**src/rtl/mmio_harness_dev.sv**
```systemverilog
// Fuzz-harness MMIO peripheral: sticky stop/exit-code register, byte TX FIFO, free-running cycle counter.
// Optional watchdog is compiled in when MMIO_WATCHDOG_EN is defined.
module mmio_harness_dev #(
    parameter int                         MMIOAddrWidth = 31,
    parameter int                         DataWidth     = 64,
    parameter logic [MMIOAddrWidth-1:0]   BaseAddr      = 31'h1000_0000,
    parameter int                         TxDepth       = 16,
    parameter int                         WdogCycles    = 100000
) (
    input  logic                       clk_i,
    input  logic                       rst_i,
    input  logic                       mmio_req_i,
    input  logic                       mmio_we_i,
    input  logic [MMIOAddrWidth-1:0]   mmio_addr_i,
    input  logic [DataWidth-1:0]       mmio_wdata_i,
    input  logic [DataWidth/8-1:0]     mmio_strb_i,
    output logic [DataWidth-1:0]       mmio_rdata_o,
    output logic                       tx_valid_o,
    output logic [7:0]                 tx_data_o,
    input  logic                       tx_ready_i,
    output logic                       stop_o,
    output logic [31:0]                exit_code_o,
    output logic                       timeout_o
);

    localparam int PtrW = $clog2(TxDepth);
    localparam int CntW = PtrW + 1;

    localparam logic [1:0] OffStop   = 2'd0;
    localparam logic [1:0] OffTxData = 2'd1;
    localparam logic [1:0] OffStatus = 2'd2;
    localparam logic [1:0] OffCycles = 2'd3;

    logic                   hit;
    logic [1:0]             offset;
    logic                   wr_stop;
    logic                   push;
    logic                   pop;
    logic                   full;
    logic                   push_ok;
    logic                   ovf_set;
    logic                   ovf_clr;

    logic                   stop_q;
    logic [31:0]            exit_code_q;
    logic                   overflow_q;
    logic [63:0]            cycles_q;
    logic [CntW-1:0]        count_q;
    logic [PtrW-1:0]        rd_ptr_q;
    logic [PtrW-1:0]        wr_ptr_q;
    logic [7:0]             mem_q [TxDepth];
    logic [DataWidth-1:0]   rdata_p0;
    logic [DataWidth-1:0]   rdata_p1;
    logic [63:0]            status_word;
    logic                   unused_bits;

    assign hit    = mmio_req_i && (mmio_addr_i[MMIOAddrWidth-1:5] == BaseAddr[MMIOAddrWidth-1:5]);
    assign offset = mmio_addr_i[4:3];

    assign wr_stop = hit && mmio_we_i && (offset == OffStop) && mmio_strb_i[0] && !stop_q;
    assign push    = hit && mmio_we_i && (offset == OffTxData) && mmio_strb_i[0];
    assign ovf_clr = hit && mmio_we_i && (offset == OffStatus) && mmio_strb_i[0] && mmio_wdata_i[1];

    // A pop in the same cycle frees the slot the push lands in, so a full FIFO still accepts it.
    assign full    = (count_q == CntW'(TxDepth));
    assign pop     = tx_valid_o && tx_ready_i;
    assign push_ok = push && (!full || pop);
    assign ovf_set = push && full && !pop;

    assign unused_bits = ^{mmio_addr_i[2:0], mmio_wdata_i[DataWidth-1:32], mmio_strb_i[DataWidth/8-1:1]};

    // ---- control state: stop, overflow, counter, FIFO bookkeeping ----
    always_ff @(posedge clk_i) begin
        if (rst_i) begin
            stop_q      <= 1'b0;
            exit_code_q <= 32'd0;
            overflow_q  <= 1'b0;
            cycles_q    <= 64'd0;
            count_q     <= '0;
            rd_ptr_q    <= '0;
            wr_ptr_q    <= '0;
        end else begin
            cycles_q <= cycles_q + 64'd1;
            if (wr_stop) begin
                stop_q      <= 1'b1;
                exit_code_q <= mmio_wdata_i[31:0];
            end
            if (ovf_set) begin
                overflow_q <= 1'b1;
            end else if (ovf_clr) begin
                overflow_q <= 1'b0;
            end
            if (push_ok) begin
                wr_ptr_q <= wr_ptr_q + PtrW'(1);
            end
            if (pop) begin
                rd_ptr_q <= rd_ptr_q + PtrW'(1);
            end
            case ({push_ok, pop})
                2'b10:   count_q <= count_q + CntW'(1);
                2'b01:   count_q <= count_q - CntW'(1);
                default: count_q <= count_q;
            endcase
        end
    end

    // FIFO storage carries data only, so it is never reset.
    always_ff @(posedge clk_i) begin
        if (push_ok) begin
            mem_q[wr_ptr_q] <= mmio_wdata_i[7:0];
        end
    end

    assign tx_valid_o = (count_q != '0);
    assign tx_data_o  = mem_q[rd_ptr_q];

`ifdef MMIO_WATCHDOG_EN
    localparam int WdW = $clog2(WdogCycles + 1);

    logic [WdW-1:0] wdog_q;
    logic           timeout_q;

    // Any hit restarts the watchdog; it freezes once the run has ended either way.
    always_ff @(posedge clk_i) begin
        if (rst_i) begin
            wdog_q    <= '0;
            timeout_q <= 1'b0;
        end else if (!stop_q && !timeout_q) begin
            if (hit) begin
                wdog_q <= '0;
            end else begin
                wdog_q <= wdog_q + WdW'(1);
                if (wdog_q == WdW'(WdogCycles - 1)) begin
                    timeout_q <= 1'b1;
                end
            end
        end
    end

    assign timeout_o = timeout_q;
`else
    localparam int unused_wdog_cycles = WdogCycles;

    assign timeout_o = 1'b0;
`endif

    assign status_word = {48'd0, 8'(count_q), 5'd0, timeout_o, overflow_q, stop_q};

    // ---- p0: read-data select in the request cycle ----
    always_comb begin
        rdata_p0 = '0;
        if (hit && !mmio_we_i) begin
            case (offset)
                OffStop:   rdata_p0 = DataWidth'({31'd0, stop_q, exit_code_q});
                OffTxData: rdata_p0 = '0;
                OffStatus: rdata_p0 = DataWidth'(status_word);
                OffCycles: rdata_p0 = DataWidth'(cycles_q);
                default:   rdata_p0 = '0;
            endcase
        end
    end

    // ---- p1: registered read data, one cycle after the request ----
    always_ff @(posedge clk_i) begin
        if (rst_i) begin
            rdata_p1 <= '0;
        end else begin
            rdata_p1 <= rdata_p0;
        end
    end

    assign mmio_rdata_o = rdata_p1;
    assign stop_o       = stop_q;
    assign exit_code_o  = exit_code_q;

endmodule

```
**config.mk**
```make
export PLATFORM = sky130hd
export DESIGN_NAME = mmio_harness_dev
export DESIGN_NICKNAME = d
export VERILOG_FILES = /design/src/rtl/mmio_harness_dev.sv
export SDC_FILE = /design/constraint.sdc
export NUM_CORES = 1
export LEC_CHECK = 0
export CORE_ASPECT_RATIO = 1.1
export CORE_MARGIN = 10
export CORE_UTILIZATION = 53
export CTS_BUF_LIST = sky130_fd_sc_hd__clkbuf_16
export DETAILED_ROUTE_END_ITERATION = 10
export PLACE_DENSITY = 0.87
export SLEW_MARGIN = 20
export SYNTH_ARGS = -nofsm -noshare
export SYNTH_HDL_FRONTEND = slang
export SYNTH_SLANG_ARGS = --single-unit
```
**constraint.sdc**
```tcl
create_clock -name clk_i -period 4.31 [get_ports clk_i]
set_input_delay 0.431 -clock clk_i [delete_from_list [all_inputs] [get_ports clk_i]]
set_output_delay 0.431 -clock clk_i [all_outputs]
set_load 0.005 [all_outputs]
```
### After elaboration in Yosys (flattened, before gate mapping)

Memories as Yosys holds them, arrays and structs flattened. A register that Yosys moved wholly into a read port is not among the register bits.
Index checks and enable logic that the tools add are counted.
W data, S select, Z words.

* add/sub/neg operators: 5
* equality and inequality tests: 7
* muxes and demuxes: 8
* bitwise logic cells: 1
* reduce and logical (&&, ||, !) cells: 25

Operators with widths (number)
* $pmux W64 S4: 1
* $add A64 B1 Y64 const B: 1
* $eq A26 B24 Y1 const B: 1
* $logic_and A1 B1 Y1: 15
* $pmux W5 S2: 1
* $add A4 B1 Y4 const B: 2
* $mux W4: 2
* $eq A2 B2 Y1 const B: 3
* $add A5 B1 Y5 const B: 1
* $eq A5 B5 Y1 const B: 1
* $reduce_bool A5 Y1: 1
* $sub A5 B1 Y5 const B: 1
* $eq A2 B1 Y1 const B: 2
* $logic_not A1 Y1: 4
* $mux W1: 4
* $reduce_bool A2 Y1: 2
* $logic_not A2 Y1: 1
* $reduce_or A2 Y1: 1
* $logic_or A1 B1 Y1: 1
* $not A1 Y1: 1

* flip-flop bits (word level): 175
* RAM bits: 128
* input port bits: 108
* output and inout bits: 107
* memories: 1

Memories
* mem_q: depth 16, width 8, read ports 1, clocked after Yosys merged registers in 1, write ports 1, line 51 `logic [7:0] mem_q [TxDepth];`

### Depth between registers and ports, before layout

* depth in word-level cells: 8
* mapped depth: 10

### Least setup slack after synthesis

OpenSTA, ideal clock, no wires.

* path type: input -> register
* start: in mmio_addr_i[17]
* end: reg count_q[4]
* data arrival time: 3.121 ns
* required time: 4.187 ns
* path slack: 1.066 ns
* stages: 10
* path buffers: 0
* cell sequence: or4_4 or4_4 nor2_2 nor2_1 fa_1 a21o_1 a21oi_1 nor4b_1 o21ba_2 mux2_1

* word-level cells in the longest chain between the ends: 8
* elaborated cells on any way between the ends: 10

Ends and longest elaborated chain
* start, declared: line 14 `input logic [MMIOAddrWidth-1:0] mmio_addr_i,`
* $eq A26 B24 Y1 *: line 57 `assign hit = mmio_req_i && (mmio_addr_i[MMIOAddrWidth-1:5] == BaseAddr[MMIOAddrWidth-1:5]);`
* $logic_and A1 B1 Y1 *: line 57
* $logic_and A1 B1 Y1 * (3 in a row): line 61 `assign push = hit && mmio_we_i && (offset == OffTxData) && mmio_strb_i[0];`
* $logic_and A1 B1 Y1 *: line 67 `assign push_ok = push && (!full || pop);`
* $eq A2 B1 Y1 / $eq A2 B2 Y1 (equally long branches): line 99 `case ({push_ok, pop})`
* $pmux W5 S2 / $reduce_bool A2 Y1 (equally long branches)
* end signal, assigned: line 100 `2'b10: count_q <= count_q + CntW'(1);`
* end signal, assigned: line 101 `2'b01: count_q <= count_q - CntW'(1);`
* end signal, assigned: line 102 `default: count_q <= count_q;`
* end, declared: line 48 `logic [CntW-1:0] count_q;`

Every way passes the cells marked *; elsewhere a longest branch is shown, timed or not.
A chain may end at the register's enable or synchronous reset.

==> impl_metrics.toml <==
[logic_synthesis]
cell_taking_the_most_area_after_synthesis = "sky130_fd_sc_hd__edfxtp_1"
synth.ff_latch_count = 307
post_synth_inst_count = 990
area_share_of_the_largest_cell_type_after_synthesis_pct = 31.8
post_synth_edffs = 128
synth_top_cells_by_area = "sky130_fd_sc_hd__edfxtp_1 (32%), sky130_fd_sc_hd__dfxtp_1 (30%), sky130_fd_sc_hd__mux4_2 (7.5%), sky130_fd_sc_hd__nand2_1 (3.0%), sky130_fd_sc_hd__nor2_1 (2.9%)"
synth_top_flop_cell = "sky130_fd_sc_hd__dfxtp_1"
post_synth_num_cell_types = 56
postSynthAreaPerCell_um2 = 12.2
synth-seq-area-share_pct = 61.4
syn-cell-area_um2 = 12100
synth_nets = 1108
synth-async-reset-ratio_pct = 0
yosysWarnings = 0

[clocking]
cts.repair_timing.setup_buffer_count = 0
cts-root-buf = "sky130_fd_sc_hd__clkbuf_16"
clock_insertion_delay_worst_skew_ps = 540
worst_path_clk_slew_ps = 60
cts_sinks = 307
tritoncts_clock_tree = "yes"
clk_path_buf_depth = 3
holdBufCountCts = 0
clock_tree.htree_level_count = 1
cts_resized = 0
numCtsBuffers = 29

[floorplan]
initial_core_util_pct = 54.3
ios = 215
core.rowCount = 57
core_area_um2 = 22300
die-width_um = 164
floorplan.die_area_um2 = 29300
die_h_um = 178

[finish]
drive_above_1_share_pct = 10.4
mostFrequentLayoutCell = "sky130_fd_sc_hd__dfxtp_1"
num-nets-final = 1264
finish.instance_area_um2 = 14900
areaGrowthSynthToFinish_pct = 23.5
nFillCells = 1586
layout.cells.most_common_list = "sky130_fd_sc_hd__dfxtp_1 (177), sky130_fd_sc_hd__clkdlybuf4s50_1 (170), sky130_fd_sc_hd__edfxtp_1 (128)"
antenna_cells_inserted = 0

[power_and_ir_drop]
internal_power_uw = 4400
ir_worst_vdd_uv = 290
sequential_group_share_of_total_power_pct = 54.9
power.density_nw_per_um2 = 370
power.switching_fraction_pct = 20.2
total_switching_power_uw = 1120
power.static_leakage_uw = 0.00488
power.share.clock_pct = 42.8
share_comb_of_total_power_pct = 2.3

[drt]
antenna_violating_nets_post_route = 0
vias_per_cell = 5.75
detail_route.first_pass.iterations = 5
avgRoutedWirePerCell_um = 20.1
drt_first_iter_violations = 799
detailroute.via_count = 8419
drc_violations = 0
routed_wl_um = 29500

[sta]
slew_limit_fails = 0
grt_setup_unrepaired = "false"
slew-limit-headroom_pct = 34.0
finalWorstPathRequiredPeriod_ps = 3490
skew_final_ps = 13.6
finalHoldViolations = 0
layout_setup_ws_ps = 822
final_min_period_over_clock_period_pct = 80.9
total_negative_slack_ps = 0
holdWs_ps = 279
timing.final.setup_violations = 0
achievable-frequency_mhz = 287
tightest_slew_ps = 990

[setup_path]
crit_path_end_kind = "output port"
reg2reg_slack_ps = 1250
crit_path_max_fanout = 17
crit_required_ps = 3880
worst_ep_arrival_time_ps = 3060
rr_endpoint = "count_q[4]$_SDFFE_PP0P_"
critical_path.reg2reg.startpoint = "count_q[0]$_SDFFE_PP0P_"
timing.critical_path.from_type = "register"
worst_r2r_path_depth = 10
timing.setup.critical_path_class = "register to output port"

[placement]
dpl.hpwl_um = 20200
detailedPlace.worstSlack_ps = 448
io_buffers = 171
final_estimated_routing_congestion_in_global_placement = 0.850
postPlaceCellArea_um2 = 14000

[global_route]
antenna_found_initial = 0
grt_first_pass_wirelength_um = 46000
grt_util_all_layers_pct = 19.7
grt_max_degree = 91
vias_in_the_first_global_route = 8474
remaining_overflow_grt = 0

[worst_hold_path]
timing.hold.worst_path_depth = 2
timing.hold.worst.start = "rst_i"
worst_hold_check_path_type = "primary input to register"
worstHoldEndpoint = "cycles_q[14]$_SDFF_PP0_"

[status]
result_of_the_run = "complete, no violations"

[flow_run]
cap_violations = 0
==> logic make-up after synthesis <==
group                    after synthesis  share of synthesized area, %
other                                  1                        0.0310
adder cells (fa/ha/maj)               10                          1.10
AND/OR/NAND/NOR                      381                          16.7
flip-flops                           307                          61.4
XOR/XNOR                              41                          2.97
buffers and inverters                 64                          2.17
AO/OA/AOI/OAI                        131                          6.74
multiplexers                          55                          8.81
==> power groups by stage <==
stage          Combinational, µW  Clock (µW)  Sequential [µW]
6_report                     126        2360             3030
5_1_grt                      136        2510             3030
4_1_cts                      126        2390             3030
3_5_place_dp                 125           0             3090
3_3_place_gp                 122           0             3090
2_1_floorplan               36.6           0             3090
==> sequential cells by signal, summed over array words and instances (netlist names), named ones only <==
| signal | count |
|---|---|
| rd_ptr_q | 4 |
| overflow_q | 1 |
| count_q | 5 |
| wr_ptr_q | 4 |
| exit_code_o | 32 |
| mem_q | 128 |
| stop_o | 1 |
| cycles_q | 64 |
| mmio_rdata_o | 64 |
==> metal layers <==
layer / up-vias / wire, µm / share of wire [%] / track usage (%)
met4: 0 / 693 / 2.4 / 5.29
met1: 4120 / 11300 / 38 / 23.1
li1: 3971 / - / - / -
met3: 55 / 2110 / 7.2 / 4.59
met2: 273 / 15400 / 52 / 35.2
met5: - / 0 / 0 / 0
==> area by class of cell <==
cell class | instances | area (µm²) | share of cell area (%)
Multi-Input combinational cell | 619 | 4410 | 29.5
Inverter | 7 | 26.3 | 0.176
Timing Repair Buffer | 182 | 1800 | 12.1
Tap cell | 295 | 369 | 2.47
Sequential cell | 307 | 7430 | 49.8
Clock inverter | 23 | 133 | 0.889
Clock buffer | 30 | 751 | 5.03
==> worst max-delay path by stage <==
stage / endpoint / slack [ps] / depth (start not counted)
floorplan: count_q[4]$_SDFFE_PP0P_ / 1070 / 10
global placement: count_q[4]$_SDFFE_PP0P_ / 550 / 11
detailed placement: count_q[4]$_SDFFE_PP0P_ / 450 / 11
CTS: tx_data_o[1] / 740 / 4
global route: tx_data_o[1] / 640 / 4
finish: tx_data_o[5] / 820 / 4
==> synth_stat cells (all sizes together) (11+ instances only) <==
cell type	n
nor4	14
edfxtp	128
dfxtp	179
mux4	40
xnor2	19
nand3	20
nor2	94
mux2	11
or4	30
buf	16
and3	21
clkbuf	41
xor2	22
nand2	96
a21oi	64
nand4	26
o31ai	22
a22oi	33
and2	34
==> per-stage QoR <==
step,total power [µW],utilization [%],std cells
3_5_place_dp,3220,63.1,1410
6_report,5520,67.1,1463
2_1_floorplan,3130,-,990
4_1_cts,5550,67.1,1463
5_1_grt,5670,67.1,1463
3_3_place_gp,3210,63.1,1410
==> worst max-delay path: stages (launching register included) <==
cell and delay [ps]:
sky130_fd_sc_hd__dfxtp_2 750, sky130_fd_sc_hd__buf_12 270, sky130_fd_sc_hd__mux4_2 560, sky130_fd_sc_hd__mux4_2 480, sky130_fd_sc_hd__clkdlybuf4s50_1 460
(Power assumes the default switching activity.)
